File: src/rtl/cnt3_event_tracker.sv
// cnt3_event_tracker: classifies {c,b,a} counter transitions into a small event FIFO.
// Optional timestamping with CNT3_TRACK_STAMP_EN.
module cnt3_event_tracker #(
  parameter int DEPTH  = 4,
  parameter int WRAP_W = 8
`ifdef CNT3_TRACK_STAMP_EN
  , parameter int STAMP_W = 16
`endif
) (
  input  logic              clk,
  input  logic              rst_n,
  input  logic [2:0]        cnt,
  input  logic              clr,
  input  logic              ev_ready,
  output logic              ev_valid,
  output logic [1:0]        ev_code,
  output logic [2:0]        ev_cnt,
`ifdef CNT3_TRACK_STAMP_EN
  output logic [STAMP_W-1:0] ev_stamp,
`endif
  output logic [WRAP_W-1:0] wraps,
  output logic              err,
  output logic              ovf
);

  localparam int AW = (DEPTH > 1) ? $clog2(DEPTH) : 1;
  localparam logic [AW:0] FULL_N = (AW+1)'(DEPTH);

  typedef enum logic [1:0] {PRIME, TRACK, FAULT} state_t;

  state_t          state;
  logic [2:0]      prev;
  logic [1:0]      code_mem [DEPTH];
  logic [2:0]      cnt_mem  [DEPTH];
  logic [AW-1:0]   wptr;
  logic [AW-1:0]   rptr;
  logic [AW:0]     count;
  logic [1:0]      last_code;
  logic [2:0]      last_cnt;

  logic            hold;
  logic            is_wrap;
  logic            is_inc;
  logic            is_round;
  logic [1:0]      code;
  logic            push;
  logic            pop;
  logic            full;
  logic            wr_en;

  assign ev_valid = (count != '0);
  assign full     = (count == FULL_N);
  // Head is shown while non-empty; otherwise the last shown value is held.
  assign ev_code  = ev_valid ? code_mem[rptr] : last_code;
  assign ev_cnt   = ev_valid ? cnt_mem[rptr]  : last_cnt;

  always_comb begin
    hold     = (cnt == prev);
    is_wrap  = (prev == 3'd7) && (cnt == 3'd0);
    is_inc   = (cnt == prev + 3'd1);
    is_round = (cnt == {prev[2], 2'b00}) && (prev[1:0] != 2'b00);
    code     = 2'b11;
    priority case (1'b1)
      is_wrap:  code = 2'b01;
      is_inc:   code = 2'b00;
      is_round: code = 2'b10;
      default:  code = 2'b11;
    endcase
  end

  assign push  = (state == TRACK) && !hold && !clr;
  assign pop   = ev_valid && ev_ready && !clr;
  assign wr_en = push && (!full || pop);

  always_ff @(posedge clk) begin
    if (wr_en) begin
      code_mem[wptr] <= code;
      cnt_mem[wptr]  <= cnt;
    end
  end

  always_ff @(posedge clk or negedge rst_n) begin
    if (!rst_n) begin
      state     <= PRIME;
      prev      <= 3'd0;
      wptr      <= '0;
      rptr      <= '0;
      count     <= '0;
      last_code <= 2'b00;
      last_cnt  <= 3'd0;
      wraps     <= '0;
      err       <= 1'b0;
      ovf       <= 1'b0;
    end else if (clr) begin
      state     <= PRIME;
      prev      <= cnt;
      wptr      <= '0;
      rptr      <= '0;
      count     <= '0;
      last_code <= ev_code;
      last_cnt  <= ev_cnt;
      wraps     <= '0;
      err       <= 1'b0;
      ovf       <= 1'b0;
    end else begin
      prev      <= cnt;
      last_code <= ev_code;
      last_cnt  <= ev_cnt;
      unique case (state)
        PRIME: state <= TRACK;
        TRACK: begin
          if (!hold && code == 2'b11) begin
            state <= FAULT;
            err   <= 1'b1;
          end
        end
        FAULT: state <= FAULT;
        default: state <= PRIME;
      endcase
      if (push && is_wrap && wraps != '1)
        wraps <= wraps + 1'b1;
      if (push && full && !pop)
        ovf <= 1'b1;
      if (wr_en)
        wptr <= wptr + 1'b1;
      if (pop)
        rptr <= rptr + 1'b1;
      unique case ({wr_en, pop})
        2'b10:   count <= count + 1'b1;
        2'b01:   count <= count - 1'b1;
        default: count <= count;
      endcase
    end
  end

`ifdef CNT3_TRACK_STAMP_EN
  logic [STAMP_W-1:0] stamp;
  logic [STAMP_W-1:0] stamp_mem [DEPTH];
  logic [STAMP_W-1:0] last_stamp;

  assign ev_stamp = ev_valid ? stamp_mem[rptr] : last_stamp;

  always_ff @(posedge clk) begin
    if (wr_en)
      stamp_mem[wptr] <= stamp;
  end

  // Free-running; deliberately not cleared by clr.
  always_ff @(posedge clk or negedge rst_n) begin
    if (!rst_n) begin
      stamp      <= '0;
      last_stamp <= '0;
    end else begin
      stamp      <= stamp + 1'b1;
      last_stamp <= ev_stamp;
    end
  end
`endif

endmodule

File: config.mk
export PLATFORM = sky130hd
export DESIGN_NAME = cnt3_event_tracker
export DESIGN_NICKNAME = d
export VERILOG_FILES = /design/src/rtl/cnt3_event_tracker.sv
export SDC_FILE = /design/constraint.sdc
export NUM_CORES = 1
export LEC_CHECK = 0
export CAP_MARGIN = 30
export CORE_MARGIN = 5
export CORE_UTILIZATION = 40
export DETAILED_ROUTE_END_ITERATION = 6
export PLACE_DENSITY = 0.69
export SETUP_SLACK_MARGIN = 0.1
export SYNTH_ARGS = -nofsm -noshare
export SYNTH_HDL_FRONTEND = slang
export SYNTH_SLANG_ARGS = --single-unit
export TNS_END_PERCENT = 50
File: constraint.sdc
create_clock -name clk -period 2.6 [get_ports clk]
set_input_delay 0.65 -clock clk [delete_from_list [all_inputs] [get_ports clk]]
set_output_delay 0.65 -clock clk [all_outputs]
set_load 0.03 [all_outputs]
* Yosys cells after proc, flatten, opt, wreduce, memory -nomap -nowiden *
Memory sizes are Yosys's and may differ from the RTL's.
Index checks and enable logic that the tools add are counted.

storage, ports and cells
  bits in latches = 0
  input bits = 7
  RAM bits = 20
  memory bits (read-only) = 0
  bits in registers = 27
  memories kept = 2

memories
  name      words  width  read ports  clocked after memory_dff  wr ports  RTL line  text
  cnt_mem   4      3      1           0                         1         34        logic [2:0] cnt_mem [DEPTH];
  code_mem  4      2      1           0                         1         33        logic [1:0] code_mem [DEPTH];

operators by class
  bitwise logic cells = 0
  multipliers = 0
  reductions and logical operators = 29
  div/mod/pow operators = 0
  multiplexer cells = 23
  add/sub/neg operators = 6
  equal/unequal tests = 12
  shifts and indexed selects = 0
  magnitude comparators = 0

operators by type and width
  kind                                                   count
  2-to-1 mux 2 bit                                       9
  2-to-1 mux 8 bit                                       2
  nonzero test 2 bit                                     7
  logical AND 1 bit                                      12
  equality test 3 bit                                    3
  adder 8 x 1 -> 8 bit, second input constant            1
  2-to-1 mux 1 bit                                       8
  inequality test 8 bit, second input constant           1
  adder 3 x 1 -> 3 bit, second input constant            2
  equality test 2 bit, second input constant             3
  equality test 3 bit, second input constant             2
  2-to-1 mux 3 bit                                       2
  case mux 2 bit (3 select lines)                        1
  case mux 3 bit (2 select lines)                        1
  nonzero test 3 bit                                     2
  adder 2 x 1 -> 2 bit, second input constant            2
  equality test 2 x 1 -> 1 bit, second input constant    2
  logical NOT 1 bit                                      4
  logical NOT 3 bit                                      1
  inequality test 3 x 2 -> 1 bit, second input constant  1
  subtractor 3 x 1 -> 3 bit, second input constant       1
  logical NOT 2 bit                                      1
  AND reduction 2 bit                                    1
  logical OR 1 bit                                       1

* Depth between registers and ports, before layout *
Gate-level depths: netlist of the first run.

  depth after elaboration = 10
  mapped depth = 9
  mapped depth without buffers = 8

* Least setup slack after synthesis of the first run *
No wires, ideal clock.

  path type = input -> register
  start = in cnt[0]
  end = reg count[2]
  stages on the path = 8
  slack = -0.031 ns
  buffers on the path = 1
  setup time = 0.128 ns
  data arrival time = 2.503 ns
  required time = 2.472 ns
  cell sequence = xor2_1 > o311ai_4 > buf_6 > nand3_1 > fa_1 > nor4_2 > a31oi_1 > mux2_1

between the ends
  cells in the longest elaborated chain, start to end = 8
  elaborated cells on any way between the ends = 10
  classes of those cells = eq/ne: 3; mux: 2; reduce/logical: 5

RTL lines
  what                                                                 RTL line  text
  start, declared                                                      12        input logic [2:0] cnt,
  equality test 3 bit (*)                                              58        hold = (cnt == prev);
  logical NOT 1 bit (*)                                                71        assign push = (state == TRACK) && !hold && !clr;
  logical AND 1 bit (*) (2 in series)                                  71
  logical AND 1 bit (*)                                                73        assign wr_en = push && (!full || pop);
  equality test 2 x 1 -> 1 bit or equality test 2 bit (tied branches)  128       unique case ({wr_en, pop})
  case mux 3 bit (2 select lines)                                      128
  2-to-1 mux 3 bit                                                     94        end else if (clr) begin
  end signal, assigned                                                 129       2'b10: count <= count + 1'b1;
  end signal, assigned                                                 130       2'b01: count <= count - 1'b1;
  end signal, assigned                                                 131       default: count <= count;
  end, declared                                                        37        logic [AW:0] count;

Mark *: on every way between the ends. The rest lies on a longest branch, timed or not.
A chain may end at the register's enable or synchronous reset.

* Worst setup path after layout of the first run *
  start = in cnt[2]
  end = reg count[2]

Same word-level chain as after synthesis.

==> impl_metrics.env, run 1 <==
export IMPL_ir_drop_uv=469
export IMPL_drc_errors=0
export IMPL_start_util=0.412
export IMPL_vias=1356
export IMPL_yosys_warnings=0
export IMPL_drive_above_1_share=0.233
export IMPL_cp_max_fo=2
export IMPL_syn_area_sq_um=2270
export IMPL_worstPathArrival_ns=2.67
export IMPL_drtIter0Drc=91
export IMPL_post_drt_wl_per_cell_um=14.5
export IMPL_worstPathCellList="clkdlybuf4s50_1 -> xor2_2 -> o311ai_4 -> nand3_2 -> fa_2 -> nor4_2 -> a31oi_1 -> mux2_1"
export IMPL_max_freq_mhz=404
export IMPL_crit_path_end="count[2]"
export IMPL_ys_ff_latch=47
export IMPL_fill_cells=494
export IMPL_syn_instance_count=173
export IMPL_final_cells=282
export IMPL_cts_made_buffers=5
export IMPL_async_flop_share=0.574
export IMPL_fin_worst_skew_ns=0.00561
export IMPL_final_antenna_net_count=0
export IMPL_drv_cap=0
export IMPL_worstHoldPathType="reg -> reg"
export IMPL_final_setup_viol_count=0
export IMPL_utilization=0.503
export IMPL_grt_pass1_vias=1515
export IMPL_ctsHtreeMaxLevel=2
export IMPL_synth_edff_count=20
export IMPL_power_density_nw_per_um2=872
export IMPL_insertedDiodeCount=0
export IMPL_r2r_slack_ns=0.42
export IMPL_placed_cells=274
export IMPL_grt_max_degree=28
export IMPL_status="finished, final reports clean"
export IMPL_period_share=0.953
export IMPL_die_y_um=85.3
export IMPL_die_w_um=85.3
export IMPL_rows=27
export IMPL_clock_path_buffers=2
export IMPL_grt_antenna_before_repair=0
export IMPL_r2r_end="count[2]"
export IMPL_fin_total_pwr_mw=2.42
export IMPL_cts_root_buf="clkbuf_8"
export IMPL_dp_hpwl_mm=2.97
export IMPL_drt_vias_per_instance=4.81
export IMPL_period_minus_slack_ns=2.48
export IMPL_hold_violations=0
export IMPL_tns_ns=0
export IMPL_leakagePower_nw=1.08
export IMPL_cts_sinks=47
export IMPL_critPathLaunchType="input pin"
export IMPL_clk_pin_slew_worst_paths_ns=0.09
export IMPL_cp_data_required_time_ns=2.79
export IMPL_worst_path_max_delay_cell="clkdlybuf4s50_1"
export IMPL_grt_overflow=0
export IMPL_syn_area_per_cell_sq_um=13.1
export IMPL_reg2reg_from="prev[1]"
export IMPL_tightest_slew_ns=0.820
export IMPL_io_pins=23
export IMPL_grtUsageTotal=0.125
export IMPL_slew_headroom=0.449
export IMPL_nets=227
export IMPL_r2r_cells=7
export IMPL_final_max_slew_violation_count=0
export IMPL_rsz0062_at_grt="yes"
export IMPL_tritoncts="built"
export IMPL_ys_seq_area_frac=0.563
export IMPL_path_class="in -> reg"
export IMPL_critPathMaxStageDelay_ns=0.46
export IMPL_insertion_delay_ns=0.30
export IMPL_synth_main_ff_cell="dfrtp_1"
export IMPL_numPortBuffers=22
export IMPL_area_growth_pct=22.2
export IMPL_ys_types=35
export IMPL_routabilityCongestion=0.759
export IMPL_drt_wl_total_mm=4.09
export IMPL_cts_setup_buffers=0
export IMPL_drt_first_pass_iters=4
export IMPL_cp_end_kind="flip-flop"
export IMPL_grt_pass1_wl_mm=7.22
export IMPL_dieArea_sq_um=7270
export IMPL_fin_hold_ws_ns=0.499
export IMPL_syn_nets=191
export IMPL_core_area_sq_um=5510
export IMPL_crit_start="cnt[2]"
==> worst min-delay path by stage <==
stage                      start           end  slack [ns]  depth (start not counted)
floorplan                  rst_n      count[0]        0.35                          0
global placement     last_cnt[1]   last_cnt[1]        0.48                          1
detailed placement  last_code[1]  last_code[1]        0.49                          1
CTS                 last_code[1]  last_code[1]        0.51                          1
global route        last_code[0]  last_code[0]        0.53                          1
finish              last_code[1]  last_code[1]        0.50                          1
==> sequential cells by signal, indices dropped and copies added, names as in the netlist <==
name	count
state	2
wptr	2
last_cnt	3
wraps	8
ovf	1
err	1
last_code	2
count	3
code_mem	8
prev	3
rptr	2
cnt_mem	12
==> synth_stat cells (2+ instances only) <==
cell type / instances / area share
nor2_1: 21 / 0.035
xnor2_1: 10 / 0.039
ha_1: 10 / 0.055
buf_6: 3 / 0.015
mux2i_1: 3 / 0.013
mux4_2: 5 / 0.050
and2_1: 4 / 0.011
nand2_1: 9 / 0.015
nor4_1: 3 / 0.0083
nor3_1: 5 / 0.011
nand3_1: 4 / 0.0088
nor2b_1: 2 / 0.0055
nor4_2: 2 / 0.011
xor2_1: 3 / 0.012
edfxtp_1: 20 / 0.26
clkbuf_1: 4 / 0.0066
inv_1: 10 / 0.017
dfrtp_1: 27 / 0.30
a21oi_1: 4 / 0.0088
mux2_2: 7 / 0.035
o21ai_0: 2 / 0.0044
or3_1: 2 / 0.0055
==> metrics by stage <==
stage               instance area (sq um)  setup WS [ns]
finish                               2770          0.122
global route                         2770         0.0242
CTS                                  2770         0.0509
detailed placement                   2670         -0.274
global placement                     2670         -0.278
floorplan                            2290         0.0886
==> worst max-delay path, delay by kind of cell <==
family / cells / cell delay, ns
muxes: 1 / 0.31
and+or+nand+nor: 2 / 0.32
buffers and inverters: 1 / 0.46
xor gates and xnor gates: 1 / 0.19
adders and majority gates: 1 / 0.37
AOI/OAI and AO/OA: 2 / 0.37
==> cell type report <==
cell class | count | area, sq um | share of cell area
Clock buffer | 5 | 68.8 | 0.0248
Tap cell | 72 | 90.1 | 0.0325
Clock inverter | 3 | 42.5 | 0.0153
Timing Repair Buffer | 36 | 318 | 0.115
Inverter | 10 | 37.5 | 0.0135
Multi-Input combinational cell | 109 | 938 | 0.339
Sequential cell | 47 | 1280 | 0.460
==> kinds of logic after synthesis <==
logic type / Yosys count / share of synthesized area
xor gates and xnor gates: 14 / 0.0574
buffers and inverters: 17 / 0.0381
muxes: 16 / 0.103
DFF: 47 / 0.563
and+or+nand+nor: 56 / 0.132
AOI/OAI and AO/OA: 12 / 0.0431
adders and majority gates: 11 / 0.0640
==> where the power goes <==
part	internal (mW)	total (mW)	switching, mW	leakage [nW]
logic	0.410	0.932	0.522	0.495
clock network	0.287	0.535	0.248	0.0562
registers	0.888	0.949	0.0603	0.532
==> layout by cell type, fill, tap and decap left out, types with 3 or more instances in the layout <==
master           synthesis  routed
a21oi_1                  4       4
and2_1                   4       4
buf_2                    0       5
buf_4                    0      13
clkbuf_8                 0       5
clkdlybuf4s50_1          0      15
dfrtp_1                 27      27
edfxtp_1                20      20
ha_1                    10      10
inv_1                   10      10
mux2_2                   7       7
mux2i_1                  3       3
mux4_2                   5       5
nand2_1                  9       9
nand3_1                  4       3
nor2_1                  21      21
nor3_1                   5       5
nor4_1                   3       3
xnor2_1                 10      10
==> layer usage <==
| metal | up-vias | global-route usage | share of wire |
|---|---|---|---|
| li1 | 670 | - | - |
| met1 | 659 | 0.159 | 0.46 |
| met2 | 22 | 0.207 | 0.49 |
| met3 | 5 | 0.0340 | 0.039 |
| met4 | 0 | 0.0432 | 0.013 |
| met5 | - | 0 | 0 |
==> repair_timing <==
item,CTS,global route
pin swaps,0,0
hold buffers,0,0
gates resized for setup,21,7
endpoints found under the hold margin,0,0
endpoints found under the setup margin,7,25
No activity file was read; power rests on OpenSTA's default activity.
==> run 2, diff against run 1 <==
Settings changed: CELL_PAD_IN_SITES_DETAIL_PLACEMENT from default to 2, CELL_PAD_IN_SITES_GLOBAL_PLACEMENT from default to 2, CORE_UTILIZATION 40 to 39, PLACE_DENSITY 0.69 to 0.88, REMOVE_ABC_BUFFERS from default to 1.
==> run 2 against run 1 <==
First-iteration DRC count down 6.6%; critical endpoint is now ev_code[1]; non-clock buffer count up 5; total power up 9.5%; die area up 2.3%.
==> impl_metrics.env, run 2 (synthesis gave the netlist of run 1 again) <==
export IMPL_status="finished, final reports clean"
export IMPL_layout_common_cells="26 x dfrtp_1, 21 x nor2_1, 20 x edfxtp_1"
export IMPL_fill_cells=547
export IMPL_worstHoldPathType="reg -> reg"
export IMPL_power_density_nw_per_um2=940
export IMPL_grt_antenna_before_repair=0
export IMPL_worst_path_max_delay_cell="mux4_2"
export IMPL_setup_ws_ns=0.0810
export IMPL_final_setup_viol_count=0
export IMPL_drt_vias_per_instance=5.29
export IMPL_fin_worst_skew_ns=0.00585
export IMPL_critPathMaxStageDelay_ns=0.50
export IMPL_drv_cap=0
export IMPL_largest_register_ffs=12
export IMPL_utilization=0.505
export IMPL_critPathLaunchType="flip-flop"
export IMPL_die_y_um=86.2
export IMPL_start_util=0.407
export IMPL_period_share=0.969
export IMPL_grt_max_degree=28
export IMPL_dieArea_sq_um=7440
export IMPL_routabilityCongestion=0.774
export IMPL_fin_total_pwr_mw=2.64
export IMPL_path_class="reg -> out"
export IMPL_io_pins=23
export IMPL_cts_made_buffers=5
export IMPL_clock_path_buffers=2
export IMPL_drtIter0Drc=85
export IMPL_insertion_delay_ns=0.31
export IMPL_final_common_cell="dfrtp_1"
export IMPL_nets=232
export IMPL_vias=1519
export IMPL_fin_area_sq_um=2810
export IMPL_numPortBuffers=22
export IMPL_hold_violations=0
export IMPL_dp_hpwl_mm=4.63
export IMPL_grt_pass1_wl_mm=10.6
export IMPL_final_antenna_net_count=0
export IMPL_leakagePower_nw=1.09
export IMPL_cp_data_required_time_ns=1.95
export IMPL_post_drt_wl_per_cell_um=23.4
export IMPL_cp_max_fo=6
export IMPL_rsz0062_at_grt="yes"
export IMPL_ctsHtreeMaxLevel=2
export IMPL_tns_ns=0
export IMPL_ir_drop_uv=523
export IMPL_worstPathCellList="buf_4 -> mux4_2 -> mux2_2 -> buf_2"
export IMPL_regMostFlops="cnt_mem"
export IMPL_drt_wl_total_mm=6.71
export IMPL_largestRegisters="cnt_mem: 12 flops, code_mem: 8 flops, wraps: 8 flops"
export IMPL_core_area_sq_um=5570
export IMPL_max_freq_mhz=397
export IMPL_area_growth_pct=24.1
export IMPL_dpl_worst_slack_ns=-0.499
export IMPL_grt_overflow=0
export IMPL_tritoncts="built"
export IMPL_cts_sinks=47
export IMPL_place_area_sq_um=2640
export IMPL_final_max_slew_violation_count=0
export IMPL_cts_root_buf="clkbuf_8"
export IMPL_worstPathArrival_ns=1.87
export IMPL_rows=27
export IMPL_insertedDiodeCount=0
export IMPL_slew_headroom=0.326
export IMPL_period_minus_slack_ns=2.52
export IMPL_drc_errors=0
export IMPL_cp_end_kind="output pin"
export IMPL_drive_above_1_share=0.265
export IMPL_drt_first_pass_iters=4
export IMPL_die_w_um=86.2
export IMPL_grt_pass1_vias=1837
export IMPL_grtUsageTotal=0.195
export IMPL_tightest_slew_ns=1.00
export IMPL_clk_pin_slew_worst_paths_ns=0.09
==> run 2: final cells by class <==
class                      instances  area, sq um  area share
clock buffer                       6         72.6      0.0258
timing repair buffer              41          334       0.119
multi-input combinational        109          941       0.335
clock inverter                     2         60.1      0.0214
inverter                          10         37.5      0.0133
sequential                        47         1280       0.454
tap                               72         90.1      0.0320
==> run 2: routing by layer <==
metal	part of all wire	routed length, um	global-route usage
met3	0.028	187	0.0342
met5	0	0	0
met1	0.39	2610	0.212
met2	0.56	3750	0.374
met4	0.025	167	0.0765
==> run 2: critical path: cells and delay by family (launching register included) <==
| family | cells | cell delay (ns) |
|---|---|---|
| buffers and inverters | 2 | 0.32 |
| DFF | 1 | 0.45 |
| muxes | 2 | 0.79 |
==> run 2: metrics by stage <==
step,instances,hold slack [ns]
6_report,287,0.510
2_1_floorplan,166,0.354
4_1_cts,284,0.519
3_5_place_dp,275,0.497
5_1_grt,287,0.543
3_3_place_gp,275,0.484
==> run 2: path summary, 6_finish.rpt <==
check                      cells past startpoint  slack, ns         start            to
max                                            4       0.08       rptr[0]    ev_code[1]
min                                            1       0.51  last_code[0]  last_code[0]
max reg2reg                                    6       0.21      wraps[0]      wraps[2]
min reg2reg                                    1       0.51  last_code[0]  last_code[0]
max in group asynchronous                      2       1.59         rst_n       rptr[0]
min in group asynchronous                      2       0.72         rst_n       prev[1]
==> run 2: where the power goes <==
part / switching (mW) / internal (mW) / leakage (nW)
clock network: 0.255 / 0.384 / 0.0654
logic: 0.591 / 0.442 / 0.494
registers: 0.0823 / 0.890 / 0.530
==> run 2: repair_timing <==
action,in CTS,in global routing
pin swaps,4,3
hold buffers,0,0
hold endpoints to repair,0,0
buffers inserted,1,3
gates resized for setup,28,8
setup endpoints to repair,7,10
cloned,0,0
